**config.mk**
```make
export PLATFORM = sky130hd
export DESIGN_NAME = ram_arbiter
export DESIGN_NICKNAME = d
export VERILOG_FILES = /design/src/rtl/ram_arbiter.sv
export SDC_FILE = /design/constraint.sdc
export NUM_CORES = 1
export LEC_CHECK = 0
export CELL_PAD_IN_SITES_DETAIL_PLACEMENT = 0
export CELL_PAD_IN_SITES_GLOBAL_PLACEMENT = 1
export CORE_AREA = 5 5 241 243
export DETAILED_ROUTE_END_ITERATION = 12
export DIE_AREA = 0 0 246 248
export PLACE_DENSITY = 0.67
export SETUP_SLACK_MARGIN = 0.15
export SLEW_MARGIN = 40
export SYNTH_ARGS = -nofsm -noshare
export SYNTH_HDL_FRONTEND = slang
export SYNTH_SLANG_ARGS = --single-unit
export TNS_END_PERCENT = 50
```
**constraint.sdc**
```tcl
create_clock -name clk -period 4.4 [get_ports clk]
set_input_delay 0.88 -clock clk [delete_from_list [all_inputs] [get_ports clk]]
set_output_delay 0.88 -clock clk [all_outputs]
set_load 0.02 [all_outputs]
```
**src/rtl/ram_arbiter.sv**
```systemverilog
// Two-requester (instruction/data) arbiter in front of a single-port 64-bit RAM.
// Fair round-robin on ties, range check against BASE_ADDR, one transaction in flight.
module ram_arbiter #(
  parameter logic [63:0] BASE_ADDR = 64'h0000_0000_8000_0000,
  parameter int          IDX_W     = 24
) (
  input  logic        clk,
  input  logic        reset,

  input  logic        i_req_valid,
  output logic        i_req_ready,
  input  logic [63:0] i_req_addr,
  output logic        i_resp_valid,
  output logic [31:0] i_resp_data,
  output logic        i_resp_err,

  input  logic        d_req_valid,
  output logic        d_req_ready,
  input  logic [63:0] d_req_addr,
  input  logic        d_req_wen,
  input  logic [63:0] d_req_wdata,
  input  logic [63:0] d_req_wmask,
  output logic        d_resp_valid,
  output logic [63:0] d_resp_rdata,
  output logic        d_resp_err,

  output logic        ram_en,
  output logic [63:0] ram_idx,
  output logic        ram_wen,
  output logic [63:0] ram_wdata,
  output logic [63:0] ram_wmask,
  input  logic [63:0] ram_rdata
);

  // state  | meaning
  // IDLE   | waiting for a request; only state in which a handshake happens
  // ACCESS | one-cycle RAM command from the captured request
  // RESP   | one-cycle response pulse to the owning requester
  localparam logic [1:0] IDLE   = 2'd0;
  localparam logic [1:0] ACCESS = 2'd1;
  localparam logic [1:0] RESP   = 2'd2;

  localparam logic GRANT_I = 1'b0;
  localparam logic GRANT_D = 1'b1;

  logic [1:0]  state;
  logic        last_grant;
  logic        owner_q;
  logic        wen_q;
  logic        err_q;
  logic [63:0] addr_q;
  logic [63:0] wdata_q;
  logic [63:0] wmask_q;

  logic        in_idle;
  logic        grant_d;
  logic        hs;
  logic [63:0] sel_addr;
  logic [63:0] sel_idx;
  logic        sel_oor;
  logic [63:0] idx_q;
  logic        resp_act;
  logic        resp_ok;

  // Ready is gated by reset so nothing can be accepted in the reset cycle.
  assign in_idle     = (state == IDLE) && !reset;
  assign grant_d     = d_req_valid && (!i_req_valid || (last_grant == GRANT_I));
  assign d_req_ready = in_idle && grant_d;
  assign i_req_ready = in_idle && i_req_valid && !grant_d;
  assign hs          = d_req_ready || i_req_ready;

  assign sel_addr = grant_d ? d_req_addr : i_req_addr;
  assign sel_idx  = (sel_addr - BASE_ADDR) >> 3;
  assign sel_oor  = (sel_addr < BASE_ADDR) || ((sel_idx >> IDX_W) != 64'd0);

  always_ff @(posedge clk) begin
    if (reset) begin
      state      <= IDLE;
      last_grant <= GRANT_I;
      owner_q    <= GRANT_I;
      wen_q      <= 1'b0;
      err_q      <= 1'b0;
      addr_q     <= '0;
      wdata_q    <= '0;
      wmask_q    <= '0;
    end else begin
      case (state)
        IDLE: begin
          if (hs) begin
            state      <= sel_oor ? RESP : ACCESS;
            last_grant <= grant_d;
            owner_q    <= grant_d;
            addr_q     <= sel_addr;
            wen_q      <= grant_d && d_req_wen;
            wdata_q    <= grant_d ? d_req_wdata : 64'd0;
            wmask_q    <= grant_d ? d_req_wmask : 64'd0;
            err_q      <= sel_oor;
          end
        end
        ACCESS:  state <= RESP;
        RESP:    state <= IDLE;
        default: state <= IDLE;
      endcase
    end
  end

  assign idx_q = (addr_q - BASE_ADDR) >> 3;

  // A reset landing on the ACCESS cycle must keep a write off the RAM.
  assign ram_en    = (state == ACCESS) && !reset;
  assign ram_wen   = ram_en && wen_q;
  assign ram_idx   = ram_en ? idx_q   : 64'd0;
  assign ram_wdata = ram_en ? wdata_q : 64'd0;
  assign ram_wmask = ram_en ? wmask_q : 64'd0;

  assign resp_act = (state == RESP) && !reset;
  assign resp_ok  = resp_act && !err_q;

  assign i_resp_valid = resp_act && (owner_q == GRANT_I);
  assign i_resp_err   = i_resp_valid && err_q;
  assign i_resp_data  = (resp_ok && (owner_q == GRANT_I))
                        ? (addr_q[2] ? ram_rdata[63:32] : ram_rdata[31:0]) : 32'd0;

  assign d_resp_valid = resp_act && (owner_q == GRANT_D);
  assign d_resp_err   = d_resp_valid && err_q;
  assign d_resp_rdata = (resp_ok && (owner_q == GRANT_D) && !wen_q) ? ram_rdata : 64'd0;

endmodule
```
==> run_results.csv, run 1 <==
group,metric,value,unit
synth,syn_inst,1368,
clocking,cts_sinks,195,
floorplan,initial_utilization,19.1,%
floorplan,ios,621,
pwr,power_leakage,0.00681,µW
job,maxCapViolations,0,
synth,ys_seq_area_share,36.7,%
placed_design,routabilityCongestion,0.845,
worst_setup_path,slowest_delay,0.54,ns
sta,setup_viol,0,
outcome,status,"finished clean",
sta,timing.final.ws_setup,0.162,ns
global_route,antenna_found_initial,3,
placed_design,dpl.cell_count,2661,
sta,hold_viol,0,
pwr,p_per_area,245,nW/µm²
sta,rsz0062_at_grt,"yes",
final_layout,final_common_cell,"clkdlybuf4s50_1",
final_layout,area_growth,74.7,%
synth,synth_ff_type,"dfxtp_1",
sta,setup_tns,0,ns
worst_setup_path,path_buf_inv,1,
synth,async_reset_ff_share,0,%
worst_setup_path,end_kind,"primary output",
worst_setup_path,path_cells,"or4_4 -> or4_4 -> nor4_4 -> nand2_2 -> or4_4 -> or3_1 -> a21oi_2 -> buf_6",
synth,syn_area,10600,µm²
clocking,cts.htree.levels,4,
worst_setup_path,crit_required,3.52,ns
floorplan,die_h,248,µm
drt,drtIter0Drc,619,
synth,synthTopCellsByArea,"dfxtp_1, and2_1, nor2_1",
drt,wl_per_cell,20.7,µm
synth,yosysWarnings,0,
sta,post-route-min-period,4.24,ns
synth,post_synth_num_cell_types,62,
clocking,cts_hold_buf,0,
sta,slew_violations,0,
synth,yosysTopAreaCellShare,36.7,%
global_route,grt_use_total,17.2,%
clocking,path_clk_slew,0.08,ns
worst_setup_path,startpoint_type,"flop",
clocking,cts_tree,"done",
worst_setup_path,timing.critical_path.mode_cell,"or4_4",
sta,relSlewSlack,50.8,%
pwr,p_comb_share,22.0,%
worst_setup_path,arrival,3.36,ns
synth,synth_edf_count,0,
final_layout,fill_cells,5894,
final_layout,instances_no_fill,2698,
floorplan,die_area,61000,µm²
drt,routed_via_density,4.47,
sta,clock.fmax,236,MHz
drt,postRouteAntennaNets,0,
worst_setup_path,critical_path.slowest_cell,"or4_4",
clocking,cts_buffers,17,
floorplan,row_count,87,
clocking,clkLatencyLatePin,0.48,ns
drt,drcViolationCount,0,
placed_design,hpwlAfterDp,44300,µm
pwr,switching_share,30.8,%
sta,clock_skew,0.0112,ns
placed_design,dp_slack,0.0280,ns
pwr,internal_power,3160,µW
final_layout,layout_common_cells,"clkdlybuf4s50_1, nor2_1, and2_1",
pwr,p_clk_share,35.4,%
clocking,cts_buffer_depth,2,
placed_design,portBuffers,613,
synth,synth_top_cell_by_area,"dfxtp_1",
synth,syn_avg_cell_area,7.78,µm²
final_layout,multiInputGateArea,6340,µm²
sta,finalCritPeriodShare,96.3,%
global_route,grt_max_degree,124,
pwr,vdd_drop_max,0.285,mV
worst_setup_path,path_delay_family,"simple AND/OR/NAND/NOR gates",
final_layout,register_area,3910,µm²
final_layout,layout.nets,2253,
global_route,grt_pass1_wl,79300,µm
worst_setup_path,path_max_fanout,5,
drt,routed_wl,55700,µm
global_route,grt_pass1_vias,11938,
sta,tightest_slew,0.732,ns
drt,drt_pass1_iterations,5,
clocking,clockRootBuffer,"clkbuf_16",
min_path,hold_path.class,"flop to flop",
worst_setup_path,path_class,"flop to primary output",
final_layout,drive_gt1_share,6.80,%
floorplan,die_w,246,µm
drt,vias,12064,
pwr,power_switching,1400,µW
pwr,pwr-share-seq,42.6,%
global_route,overflow,0,
synth,ys_seq_elements,195,
floorplan,core_area,55700,µm²
[worst reg2reg max path: cells and delay by family, from the launching register on]
| kind | cells | cell delay (ns) |
|---|---|---|
| flip-flops | 1 | 0.47 |
| AND/OR/NAND/NOR | 4 | 1.43 |
| buffers and inverters | 1 | 0.20 |
| AO/OA/AOI/OAI | 4 | 1.12 |
[layer usage]
| metal | vias up | part of all wire (%) | GRT usage [%] |
|---|---|---|---|
| met4 | 4 | 2.2 | 5.32 |
| met2 | 454 | 46 | 27.5 |
| met1 | 5668 | 43 | 22.1 |
| li1 | 5878 | - | - |
| met5 | - | 0.048 | 0 |
| met3 | 60 | 8.6 | 5.89 |
[sequential cells by signal (all words and copies together), names as in the netlist]
name     cells
state        2
wen_q        1
addr_q      62
owner_q      1
wmask_q     64
err_q        1
wdata_q     64
[synthesized netlist by cell type, types with 4 or more instances]
library cell,instances
and2_1,228
a22oi_1,129
a211oi_1,14
xnor2_1,19
or3_1,10
xor2_1,13
buf_1,11
nand2_1,129
nand4_1,5
dfxtp_1,195
mux2i_1,43
nor4_1,14
nand3_1,7
clkbuf_1,103
nor2_1,270
nor4_2,5
o21ai_0,11
or4_1,10
a21oi_1,9
nor3_1,18
inv_1,4
nand3b_1,4
a311oi_1,53
[area by class of cell]
type	instances	share of cell area, %
well taps	756	5.09
flip-flops and latches	195	21.0
multi-input cells	1052	34.1
repair buffers	657	36.5
diodes	2	0.0269
inverters	4	0.0942
clock buffers	18	2.31
clock inverters	14	0.868
[power by group through the flow]
| stage | Sequential, µW | Combinational [µW] | Clock (µW) |
|---|---|---|---|
| after detailed placement | 1980 | 999 | 0 |
| after CTS | 1940 | 1010 | 1710 |
| final | 1940 | 1000 | 1620 |
| after global placement | 1980 | 987 | 0 |
| after floorplan | 1950 | 477 | 0 |
| after global routing | 1960 | 1090 | 1770 |
[logic make-up after synthesis]
kind of cell / synth area share (%)
xor+xnor: 2.63
fa+ha+maj: 0.118
other cells: 0.0352
simple gates: 34.0
buf+inv: 4.53
mux: 4.04
compound gates: 18.0
flops: 36.7
[worst paths after layout]
check / slack [ns] / end / cells past startpoint / start
max: 0.16 / ram_idx[57] / 8 / addr_q[38]
min: 0.49 / wmask_q[27] / 2 / wmask_q[27]
max reg2reg: 1.04 / err_q / 9 / owner_q
min reg2reg: 0.49 / wmask_q[27] / 2 / wmask_q[27]
[stage by stage]
step	hold WS [ns]	instance area, µm²	util, %	total power, µW
after floorplan	0.457	10700	-	2430
after global placement	0.470	17900	32.1	2960
after detailed placement	0.475	17900	32.2	2980
after CTS	0.497	18500	33.3	4660
after global routing	0.516	18600	33.3	4810
final	0.491	18600	33.4	4560
[timing repair]
item | 4_1_cts | 5_1_grt
resized for setup | 12 | 18
buffers inserted | 2 | 1
endpoints found under the setup margin | 13 | 16
pin swaps | 3 | 3
(Power assumes the default switching activity.)
==> run 2, diff against run 1 <==
==> constraint.sdc (replaced) <==
create_clock -name clk -period 4.4 [get_ports clk]
set_input_delay 0.88 -clock clk [delete_from_list [all_inputs] [get_ports clk]]
set_output_delay 0.88 -clock clk [all_outputs]
set_load 0.05 [all_outputs]
==> run_results.csv, run 2 (same netlist as run 1, synthesis figures left out) <==
group,metric,value,unit
worst_setup_path,timing.rr.end,"err_q",
sta,fin_hold_ws,0.490,ns
final_layout,multiInputGateArea,6370,µm²
final_layout,drive_gt1_share,19.1,%
clocking,cts_buffers,17,
drt,routed_wl,51800,µm
final_layout,layout.nets,2249,
global_route,overflow,0,
final_layout,area_growth,87.7,%
min_path,hold_start,"wdata_q[36]",
worst_setup_path,r2r_start,"owner_q",
final_layout,layout_common_cells,"clkdlybuf4s50_1, nor2_1, and2_1",
clocking,path_clk_slew,0.09,ns
worst_setup_path,rrSetupSlack,1.31,ns
clocking,clkLatencyLatePin,0.48,ns
sta,rsz0062_at_grt,"yes",
placed_design,hpwlAfterDp,40700,µm
sta,clock.fmax,231,MHz
min_path,hold_path.class,"flop to flop",
sta,setup_viol,0,
global_route,antenna_found_initial,7,
global_route,grt_use_total,16.0,%
sta,clock_skew,0.0134,ns
job,maxCapViolations,0,
pwr,p_per_area,231,nW/µm²
min_path,hold_end,"wdata_q[36]",
placed_design,dp_slack,0.206,ns
placed_design,portBuffers,613,
worst_setup_path,startpoint_type,"flop",
sta,slew_violations,0,
drt,wl_per_cell,19.2,µm
worst_setup_path,crit_required,3.52,ns
floorplan,core_area,55700,µm²
worst_setup_path,rr_worst_depth,9,
final_layout,fin_util,35.8,%
sta,post-route-min-period,4.32,ns
clocking,cts_sinks,195,
global_route,grt_pass1_vias,11830,
pwr,vdd_drop_max,0.299,mV
clocking,cts_buffer_depth,2,
floorplan,die_h,248,µm
outcome,status,"finished clean",
drt,drt_pass1_iterations,5,
floorplan,ios,621,
pwr,power_leakage,0.00753,µW
sta,relSlewSlack,46.2,%
worst_setup_path,end_kind,"primary output",
worst_setup_path,path_class,"flop to primary output",
final_layout,fill_cells,5723,
drt,postRouteAntennaNets,0,
floorplan,die_area,61000,µm²
final_layout,register_area,3910,µm²
floorplan,die_w,246,µm
min_path,whs_path_depth,2,
placed_design,routabilityCongestion,0.881,
worst_setup_path,worstSetupStartpoint,"addr_q[38]",
worst_setup_path,arrival,3.44,ns
clocking,clockRootBuffer,"clkbuf_16",
drt,drtIter0Drc,680,
floorplan,initial_utilization,19.1,%
drt,drcViolationCount,0,
drt,routed_via_density,4.44,
clocking,cts_tree,"done",
worst_setup_path,path_max_fanout,5,
clocking,cts_hold_buf,0,
final_layout,reg_top3,"wdata_q: 64 flops, wmask_q: 64 flops, addr_q: 62 flops",
final_layout,final_common_cell,"clkdlybuf4s50_1",
global_route,grt_max_degree,130,
floorplan,row_count,87,
sta,finalCritPeriodShare,98.2,%
sta,setup_tns,0,ns
sta,hold_viol,0,
sta,timing.final.ws_setup,0.0783,ns
drt,vias,11969,
global_route,grt_pass1_wl,74900,µm
clocking,cts.htree.levels,4,
sta,tightest_slew,0.807,ns
## run 2: changes by cell type in the layout (fill, tap and decap cells not counted), moves of 3 or more
cell / previous run / this run
clkdlybuf4s50_1: 572 / 342
inv_6: 2 / 5
buf_12: 27 / 187
clkinv_4: 3 / 0
dlygate4sd2_1: 2 / 6
inv_8: 4 / 1
dlymetal6s2s_1: 10 / 0
buf_4: 39 / 112
## run 2: timing repair
action | in CTS | in global routing
pin swaps | 3 | 2
setup buffers | 0 | 3
gates resized for setup | 14 | 8
setup endpoints to repair | 13 | 9
## run 2: area by class of cell
cell class	count	share of cell area (%)
diodes	4	0.0501
clock buffers	18	2.20
clock inverters	14	0.783
inverters	4	0.0877
multi-input cells	1052	31.9
flip-flops and latches	195	19.6
well taps	756	4.73
repair buffers	653	40.7
## run 2: routing by layer
metal  vias to the layer above  global-route usage [%]  part of all wire, %
li1                       5879                       -                    -
met1                      5628                    20.2                   42
met2                       409                    26.6                   49
met3                        53                    4.00                  6.5
met4                         0                    5.64                  2.4
met5                         -                       0                    0
## run 2: worst max path at each step
stage	to	slack, ns
after floorplan	ram_idx[57]	0.24
after global placement	err_q	0.21
after detailed placement	err_q	0.21
after CTS	ram_idx[57]	0.01
after global routing	ram_idx[59]	-0.05
final	ram_idx[59]	0.08
## run 2: worst max-delay path, cell delays in order, from the launching register on
cell     delay (ns)
dfxtp_4        0.36
or4_4          0.54
or4_4          0.49
nor4_4         0.28
nand2_2        0.12
or4_4          0.46
buf_12         0.15
nor4_4         0.16
xnor2_1        0.12
nor2_2         0.13
buf_12         0.15
## run 2: metrics by stage
step | instance area, µm² | power [µW] | std cells
floorplan | 10700 | 2480 | 1370
global placement | 19300 | 3000 | 2656
detailed placement | 19300 | 3020 | 2657
CTS | 19900 | 4700 | 2689
global route | 20000 | 4860 | 2695
finish | 20000 | 4610 | 2696
## run 2: where the power goes
group | internal [µW] | switching [µW]
Clock | 776 | 846
Sequential | 1860 | 83.8
Combinational | 521 | 517
Total | 3160 | 1450
